--- config.mk ---
export PLATFORM = sky130hd
export DESIGN_NAME = des_round_ctrl
export DESIGN_NICKNAME = d
export VERILOG_FILES = /design/src/rtl/des_round_ctrl.sv
export SDC_FILE = /design/constraint.sdc
export NUM_CORES = 1
export LEC_CHECK = 0
export BUFFER_PORTS_ARGS = -buffer_cell sky130_fd_sc_hd__clkbuf_2
export CELL_PAD_IN_SITES_DETAIL_PLACEMENT = 0
export CELL_PAD_IN_SITES_GLOBAL_PLACEMENT = 2
export CORE_ASPECT_RATIO = 1.1
export CORE_MARGIN = 2
export CORE_UTILIZATION = 27
export CTS_CLUSTER_DIAMETER = 80
export DETAILED_ROUTE_END_ITERATION = 8
export PLACE_DENSITY = 0.92
export SYNTH_ARGS = -nofsm -noshare
export SYNTH_HDL_FRONTEND = slang
export SYNTH_SLANG_ARGS = --single-unit
--- constraint.sdc ---
create_clock -name clk_in -period 3.6 [get_ports clk_in]
set_input_delay 0.72 -clock clk_in [delete_from_list [all_inputs] [get_ports clk_in]]
set_output_delay 0.72 -clock clk_in [all_outputs]
set_load 0.005 [all_outputs]
--- src/rtl/des_round_ctrl.sv ---
// des_round_ctrl: iterative DES round sequencer (IP, ROUNDS Feistel rounds through an external f-datapath, FP).
// Define DES_F_TIMEOUT_EN to add the WAIT timeout abort and the f_timeout_err port.
module des_round_ctrl #(
  parameter int ROUNDS    = 16,
  parameter int F_TIMEOUT = 15
) (
  input  logic        clk_in,
  input  logic        rst_in,
  input  logic [63:0] in_data,
  input  logic        in_decrypt,
  input  logic        in_valid,
  output logic        in_ready,
  output logic [31:0] f_req_r,
  output logic [3:0]  f_req_key_idx,
  output logic        f_req_valid,
  input  logic [31:0] f_rsp_data,
  input  logic        f_rsp_valid,
  output logic [63:0] out_data,
  output logic        out_valid,
  input  logic        out_ready,
  output logic        busy
`ifdef DES_F_TIMEOUT_EN
  ,
  output logic        f_timeout_err
`endif
);
  typedef enum logic [1:0] {IDLE, REQ, WAIT, DONE} state_t;
  localparam logic [3:0] LAST = 4'(ROUNDS - 1);
  if (ROUNDS < 1 || ROUNDS > 16 || F_TIMEOUT < 1 || F_TIMEOUT > 15) begin : g_bad_param
    $error("des_round_ctrl: ROUNDS must be 1..16 and F_TIMEOUT 1..15");
  end
  state_t      state_q;
  logic [31:0] l_q, r_q;
  logic [3:0]  round_q;
  logic        mode_q;
`ifdef DES_F_TIMEOUT_EN
  localparam logic [3:0] TO_LAST = 4'(F_TIMEOUT - 1);
  logic [3:0] wait_q;
  logic       err_q;
  assign f_timeout_err = err_q;
`endif
  // IP row r, column c takes DES bit base_r - 8c; FP is the inverse mapping.
  function automatic logic [63:0] ip(input logic [63:0] x);
    logic [63:0] y;
    for (int r = 0; r < 8; r++)
      for (int c = 0; c < 8; c++)
        y[63 - 8*r - c] = x[64 - (r < 4 ? 58 + 2*r : 49 + 2*r) + 8*c];
    return y;
  endfunction
  function automatic logic [63:0] fp(input logic [63:0] x);
    logic [63:0] y;
    for (int r = 0; r < 8; r++)
      for (int c = 0; c < 8; c++)
        y[64 - (r < 4 ? 58 + 2*r : 49 + 2*r) + 8*c] = x[63 - 8*r - c];
    return y;
  endfunction
  assign in_ready      = state_q == IDLE;
  assign busy          = state_q != IDLE;
  assign f_req_valid   = state_q == REQ;
  assign out_valid     = state_q == DONE;
  assign f_req_r       = r_q;
  assign f_req_key_idx = mode_q ? LAST - round_q : round_q;
  assign out_data      = out_valid ? fp({r_q, l_q}) : '0;
  always_ff @(posedge clk_in) begin
    if (rst_in) begin
      state_q <= IDLE;
      l_q     <= '0;
      r_q     <= '0;
      round_q <= '0;
      mode_q  <= 1'b0;
`ifdef DES_F_TIMEOUT_EN
      wait_q  <= '0;
      err_q   <= 1'b0;
`endif
    end else begin
`ifdef DES_F_TIMEOUT_EN
      err_q <= 1'b0;
`endif
      case (state_q)
        IDLE: if (in_valid) begin
          {l_q, r_q} <= ip(in_data);
          mode_q     <= in_decrypt;
          round_q    <= '0;
          state_q    <= REQ;
        end
        REQ: begin
`ifdef DES_F_TIMEOUT_EN
          wait_q  <= '0;
`endif
          state_q <= WAIT;
        end
        WAIT: if (f_rsp_valid) begin
          l_q <= r_q;
          r_q <= l_q ^ f_rsp_data;
          if (round_q == LAST) state_q <= DONE;
          else begin
            round_q <= round_q + 4'd1;
            state_q <= REQ;
          end
        end
`ifdef DES_F_TIMEOUT_EN
        else if (wait_q == TO_LAST) begin
          err_q   <= 1'b1;
          state_q <= IDLE;
        end else wait_q <= wait_q + 4'd1;
`endif
        DONE: if (out_ready) state_q <= IDLE;
      endcase
    end
  end
endmodule
After elaboration in Yosys (flattened, before gate mapping)

Cells that the tools add are included.

Output and inout bits: 104
Word-level logic and storage cells: 40
Register bits after elaboration: 71
Bits of input ports: 102

Multiplexer cells: 17
Bitwise gates (word level): 1
Equality and inequality tests: 8
$add $sub $neg: 2
Reduce and logical (&&, ||, !) cells: 7

Operator list:

| operator              | count |
|---|---|
| $mux W32              | 4 |
| $pmux W32 S2          | 2 |
| $mux W64              | 1 |
| $xor A32 B32 Y32      | 1 |
| $mux W4               | 4 |
| $mux W2               | 4 |
| $pmux W2 S4           | 1 |
| $pmux W4 S2           | 1 |
| $ne A2 B2 Y1 const B  | 3 |
| $reduce_and A3 Y1     | 2 |
| $add A4 B1 Y4 const B | 1 |
| $eq A2 B2 Y1 const B  | 2 |
| $eq A4 B4 Y1 const B  | 1 |
| $reduce_and A4 Y1     | 1 |
| $reduce_bool A2 Y1    | 2 |
| $sub A4 B4 Y4 const A | 1 |
| $eq A2 B1 Y1 const B  | 1 |
| $logic_not A2 Y1      | 1 |
| $ne A2 B1 Y1 const B  | 1 |
| $reduce_and A2 Y1     | 1 |

Depth between registers and ports, before layout

Gate-level depths: netlist of run 1.

Depth after elaboration: 4
Depth in mapped cells: 6
Gate-level depth less buffers: 4

Least setup slack after synthesis of run 1

OpenSTA, ideal clock, no wires.

Path kind: register -> output
Start: register state_q[1]
End: output out_data[51]
Arrival: 1120 ps
Path slack: 1760 ps
Cell stages (with the launch flop): 5
Buffers on the path: 3
Required time: 2880 ps
Cells stage by stage: dfxtp_1 buf_6 clkbuf_1 clkbuf_1 and3_1

Longest elaborated chain between the ends: 2

RTL lines:

| what                   | line | RTL |
|---|---|---|
| start, declared        | 32   | `state_t state_q;` |
| start signal, assigned | 66   | `state_q <= IDLE;` |
| start signal, assigned | 84   | `state_q <= REQ;` |
| start signal, assigned | 90   | `state_q <= WAIT;` |
| $eq A2 B2 Y1           | 60   | `assign out_valid = state_q == DONE;` |
| $mux W64               | 63   | `assign out_data = out_valid ? fp({r_q, l_q}) : '0;` |
| end, declared          | 18   | `output logic [63:0] out_data,` |

No other way between the ends.

Worst setup path after layout of run 1

Start: register state_q[0]
End: output f_req_valid

Longest elaborated chain between the ends: 1

RTL lines:

| what          | line | RTL |
|---|---|---|
| $eq A2 B1 Y1  | 59   | `assign f_req_valid = state_q == REQ;` |
| end, declared | 15   | `output logic f_req_valid,` |

No other way between the ends.

==> impl_metrics.toml, run 1 <==
[timing]
finalCriticalPeriod_ns = 2.96
fin_worst_skew_ns = 0.00276
hold_viol_final = 0
max_freq_ghz = 0.338
setup_viol = 0
layout_setup_ws_ns = 0.640
relSlewSlack = 0.473
maxSlewViolCount = 0
period_share = 0.822
tightest_slew_ns = 0.788
rsz0062_at_grt = "false"
tns_ns = 0

[placed_design]
dp_hpwl_mm = 10.2
numPortBuffers = 205
place_congestion = 0.770
pre_cts_ws_ns = 0.952

[drt]
drc = 0
drt_iter0_drc = 284
viasPerCell = 5.04
wire_per_inst_um = 16.8
vias = 4503
detail_route.wirelength_mm = 15.0
ant_nets = 0
first_pass_iters = 4

[logic_synthesis]
synth_fp_nets = 622
yosys-top-cells-count = "99 x nand2_1, 71 x dfxtp_1, 67 x nor2_1, 65 x and3_1, 36 x xor2_1"
yosysMostFrequentCell = "nand2_1"
yosysTopAreaCellShare = 0.338
ys_seq_area_frac = 0.338
yosysTopAreaCell = "dfxtp_1"
synth_cells = 519
ys.flop_type = "dfxtp_1"
netlist_top_cells_area = "dfxtp_1 34%, and3_1 9.7%, a311oi_2 9.6%, nand2_1 8.8%, xor2_1 7.5%"
synth.distinct_cells = 34
avgSynthCellArea_um2 = 8.10
async_flop_share = 0
ys_ff_latch = 71
synth_edf_count = 0
synthesis.area_um2 = 4200
ys_warn_count = 0

[floorplanning]
die_x_um = 123
ios = 206
die_h_um = 135
coreArea_um2 = 15100
fp.dieArea_um2 = 16600
initial_core_util = 0.278
rows = 47

[power_and_ir_drop]
p_per_area_nw_per_um2 = 424
clkPwrFrac = 0.351
leakage_nw = 2.78
p_int_mw = 1.61
sw_frac_of_total = 0.315
p_seq_frac = 0.417
comb_power_share = 0.232
peakVddDrop_uv = 184
p_switching_mw = 0.742

[setup_path]
path_class = "reg -> out"
worstPathRequired_ns = 2.88
critPathCapture = "f_req_valid"
crit_path_top_delay_cell = "dfxtp_2"
path_cells = "clkinv_1 > nor2_1 > clkbuf_2"
end_kind = "primary output"
cp.arrival_ns = 2.24
cp_slowest_stage_delay_ns = 0.78
cp_max_fo = 39
reg2regPathDepth = 4
reg2reg_from = "state_q[1]"
crit_start = "state_q[0]"
ff2ff_setup_slack_ns = 1.00
critical_path.startpoint_type = "flip-flop"
rr_endpoint = "l_q[2]"

[global_routing]
grt_usage = 0.178
antenna_found_initial = 0
grt_pass1_vias = 4602
grt_pass1_wl_mm = 23.5
grt_max_degree = 41
overflow = 0

[cts]
cts_tree = "yes"
post-cts-setup-buffer-count = 0
clk_pin_slew_worst_paths_ns = 0.05
root_buffer = "clkbuf_16"
clock_latency_ns = 0.32
clock_path_buffers = 2
clock_sinks = 71
holdBufCountCts = 0
ctsResizeCount = 0
numCtsBuffers = 9
cts-htree-levels = 3

[layout]
drive_gt1_frac = 0.378
fin_nets = 796
antenna_cells = 0
syn_to_final_growth_pct = 32.1
post-route-util = 0.367
fill_cells = 1622

[run_status]
status = "completed"

[worst_hold_path]
hp-start = "f_req_r[6]"
min_path_type = "reg -> reg"

[job]
cap_violations = 0
-- how the worst min path moves through the flow --
stage	depth (start not counted)	endpoint
2_1_floorplan	2	f_req_r[20]
3_3_place_gp	2	f_req_r[25]
3_5_place_dp	2	f_req_r[25]
4_1_cts	2	f_req_r[3]
5_1_grt	2	f_req_r[4]
6_report	2	f_req_r[6]
-- placed cells by master (no fill, tap or decap), types with 2 or more instances in the layout --
cell,count
clkbuf_1,5
a311oi_1,5
clkbuf_2,205
clkbuf_16,9
nor2_1,67
clkinv_1,2
clkbuf_8,2
a311oi_2,27
dfxtp_2,2
buf_4,11
and3_1,65
a21oi_1,34
a31oi_1,2
nand3_1,2
inv_1,3
dfxtp_1,69
nand2b_1,2
a211oi_1,2
xor2_1,36
nand2_1,99
o32ai_1,33
-- flip-flops by register name, summed over array words and instances (netlist names) --
| name | cells |
|---|---|
| mode_q | 1 |
| state_q | 2 |
| round_q | 4 |
| f_req_r | 32 |
| l_q | 32 |
-- final cells by class --
type,instances,area (um^2),share of cell area
flip-flops and latches,71,1420,0.257
inverters,5,18.8,0.00338
well taps,196,245,0.0442
repair buffers,216,1110,0.200
multi-input cells,390,2480,0.447
clock buffers,16,272,0.0489
-- critical path, delay by kind of cell, from the launching register on --
kind,cells,cell delay [ns]
DFF,1,0.78
buffers and inverters,2,0.76
and+or+nand+nor,1,0.37
-- stage by stage --
stage / power [mW] / hold WS, ns / instance area, um^2 / instances
final: 2.35 / 0.503 / 5550 / 894
after floorplan: 1.34 / 0.486 / 4200 / 519
after global routing: 2.48 / 0.537 / 5550 / 894
after CTS: 2.38 / 0.502 / 5550 / 894
after detailed placement: 1.55 / 0.492 / 5280 / 878
after global placement: 1.53 / 0.490 / 5280 / 878
-- power groups by stage --
stage	clock network (mW)	registers, mW	logic, mW
4_1_cts	0.846	0.982	0.551
2_1_floorplan	0	0.952	0.384
3_3_place_gp	0	0.992	0.537
5_1_grt	0.879	0.998	0.605
6_report	0.827	0.982	0.545
3_5_place_dp	0	0.998	0.549
-- layer usage --
metal | vias up | track usage | wire, um | part of all wire
met5 | - | 0 | 0 | 0
met4 | 0 | 0.0434 | 129 | 0.0086
met3 | 9 | 0.0372 | 882 | 0.059
met2 | 152 | 0.315 | 7400 | 0.49
met1 | 2145 | 0.218 | 6560 | 0.44
li1 | 2197 | - | - | -
-- logic make-up (layout without fill, tap and decap cells) --
family / count (synthesis) / in the layout / share of synthesized area
AND/OR/NAND/NOR: 242 / 242 / 0.267
AO/OA/AOI/OAI: 109 / 109 / 0.236
flip-flops: 71 / 71 / 0.338
buffers and inverters: 58 / 237 / 0.0718
XOR/XNOR: 36 / 36 / 0.0750
multiplexers: 2 / 2 / 0.00893
adder cells (fa/ha/maj): 1 / 1 / 0.00298
(Power assumes the default switching activity.)
==> inputs of run 2 (changes only) <==
--- a/config.mk
+++ b/config.mk
@@ -10,10 +10,10 @@
 export CELL_PAD_IN_SITES_GLOBAL_PLACEMENT = 2
 export CORE_ASPECT_RATIO = 1.1
 export CORE_MARGIN = 2
-export CORE_UTILIZATION = 27
+export CORE_UTILIZATION = 25
 export CTS_CLUSTER_DIAMETER = 80
 export DETAILED_ROUTE_END_ITERATION = 8
-export PLACE_DENSITY = 0.92
+export PLACE_DENSITY = 0.87
 export SYNTH_ARGS = -nofsm -noshare
 export SYNTH_HDL_FRONTEND = slang
 export SYNTH_SLANG_ARGS = --single-unit
==> constraint.sdc (replaced) <==
create_clock -name clk_in -period 3 [get_ports clk_in]
set_input_delay 0.6 -clock clk_in [delete_from_list [all_inputs] [get_ports clk_in]]
set_output_delay 0.6 -clock clk_in [all_outputs]
set_load 0.005 [all_outputs]
==> impl_metrics.toml, run 2 (synthesized netlist as in run 1, its figures left out) <==
[setup_path]
cp.arrival_ns = 1.87
cp_max_fo = 39
worstPathRequired_ns = 2.40
end_kind = "primary output"
path_cells = "buf_4 > and3_1 > clkbuf_2"
crit_path_top_delay_cell = "dfxtp_2"
path_class = "reg -> out"
critical_path.startpoint_type = "flip-flop"
cp_slowest_stage_delay_ns = 0.77

[timing]
tightest_slew_ns = 0.724
max_freq_ghz = 0.405
period_share = 0.823
relSlewSlack = 0.516
setup_viol = 0
fin_worst_skew_ns = 0.00706
finalCriticalPeriod_ns = 2.47
rsz0062_at_grt = "false"
hold_viol_final = 0
maxSlewViolCount = 0
tns_ns = 0
layout_setup_ws_ns = 0.531

[global_routing]
grt_pass1_wl_mm = 22.9
grt_max_degree = 74
antenna_found_initial = 0
grt_pass1_vias = 4566
overflow = 0
grt_usage = 0.159

[drt]
wire_per_inst_um = 16.3
first_pass_iters = 4
vias = 4473
viasPerCell = 4.98
drc = 0
drt_iter0_drc = 158
detail_route.wirelength_mm = 14.6
ant_nets = 0

[power_and_ir_drop]
leakage_nw = 2.80
p_per_area_nw_per_um2 = 530
peakVddDrop_uv = 243

[cts]
ctsResizeCount = 0
root_buffer = "clkbuf_16"
cts-htree-levels = 3
clock_sinks = 71
numCtsBuffers = 9
clock_path_buffers = 2
post-cts-setup-buffer-count = 0
clk_pin_slew_worst_paths_ns = 0.06
holdBufCountCts = 0
clock_latency_ns = 0.33
cts_tree = "yes"

[layout]
antenna_cells = 0
fin_nets = 794
drive_gt1_frac = 0.381
final_common_cell = "clkbuf_2"
final_cell_mix = "205 x clkbuf_2, 99 x nand2_1, 69 x dfxtp_1"
syn_to_final_growth_pct = 33.6

[floorplanning]
fp.dieArea_um2 = 17900
rows = 49
die_h_um = 140
die_x_um = 128
coreArea_um2 = 16400
initial_core_util = 0.256
ios = 206

[placed_design]
pre_cts_ws_ns = 0.567
dp_hpwl_mm = 9.95
place_congestion = 0.804
numPortBuffers = 205

[run_status]
status = "completed"

[worst_hold_path]
min_path_type = "in -> reg"

[job]
cap_violations = 0
==> run 2: changes by cell type in the layout (fill, tap and decap cells not counted), sizes merged <==
| cell | previous run | this run |
|---|---|---|
| clkinv | 2 | 4 |
| clkbuf | 221 | 216 |
| buf | 11 | 9 |
| bufinv | 0 | 2 |
==> run 2: layout make-up <==
cell class,instances,area (um^2)
timing repair buffer,214,1120
multi-input combinational,390,2480
clock buffer,11,243
clock inverter,4,70.1
inverter,5,18.8
fill,1767,10800
tap,204,255
sequential,71,1420
==> run 2: worst paths after layout <==
kind	slack [ns]	cells past startpoint	startpoint	endpoint
max reg2reg	0.57	4	state_q[1]	f_req_r[14]
min reg2reg	0.50	2	f_req_r[3]	f_req_r[3]
max	0.53	3	state_q[0]	out_data[27]
min	0.46	2	out_ready	state_q[1]
==> run 2: stage by stage <==
stage	utilization	cells	cell area [um^2]	hold slack, ns	total power, mW
global placement	0.322	884	5300	0.492	1.84
floorplan	-	519	4200	0.486	1.60
finish	0.342	899	5610	0.464	2.97
CTS	0.342	899	5610	0.451	3.01
detailed placement	0.322	884	5300	0.493	1.86
global route	0.342	899	5610	0.477	3.13
==> run 2: report_power, final <==
part	internal [mW]	leakage, nW	switching, mW	total, mW
combinational	0.282	2.06	0.382	0.664
sequential	1.05	0.587	0.118	1.17
clock	0.744	0.155	0.401	1.14
total	2.07	2.80	0.901	2.97
==> run 2: per-layer routing <==
layer / vias up / wire, um / track usage
li1: 2187 / - / -
met1: 2110 / 6370 / 0.189
met2: 165 / 7200 / 0.286
met3: 11 / 910 / 0.0336
met4: 0 / 131 / 0.0445
met5: - / 0 / 0
==> run 2: worst max-delay path: cells and delay by family (launching register included) <==
kind / cells / cell delay, ns
buf+inv: 2 / 0.54
flops: 1 / 0.77
simple gates: 1 / 0.21
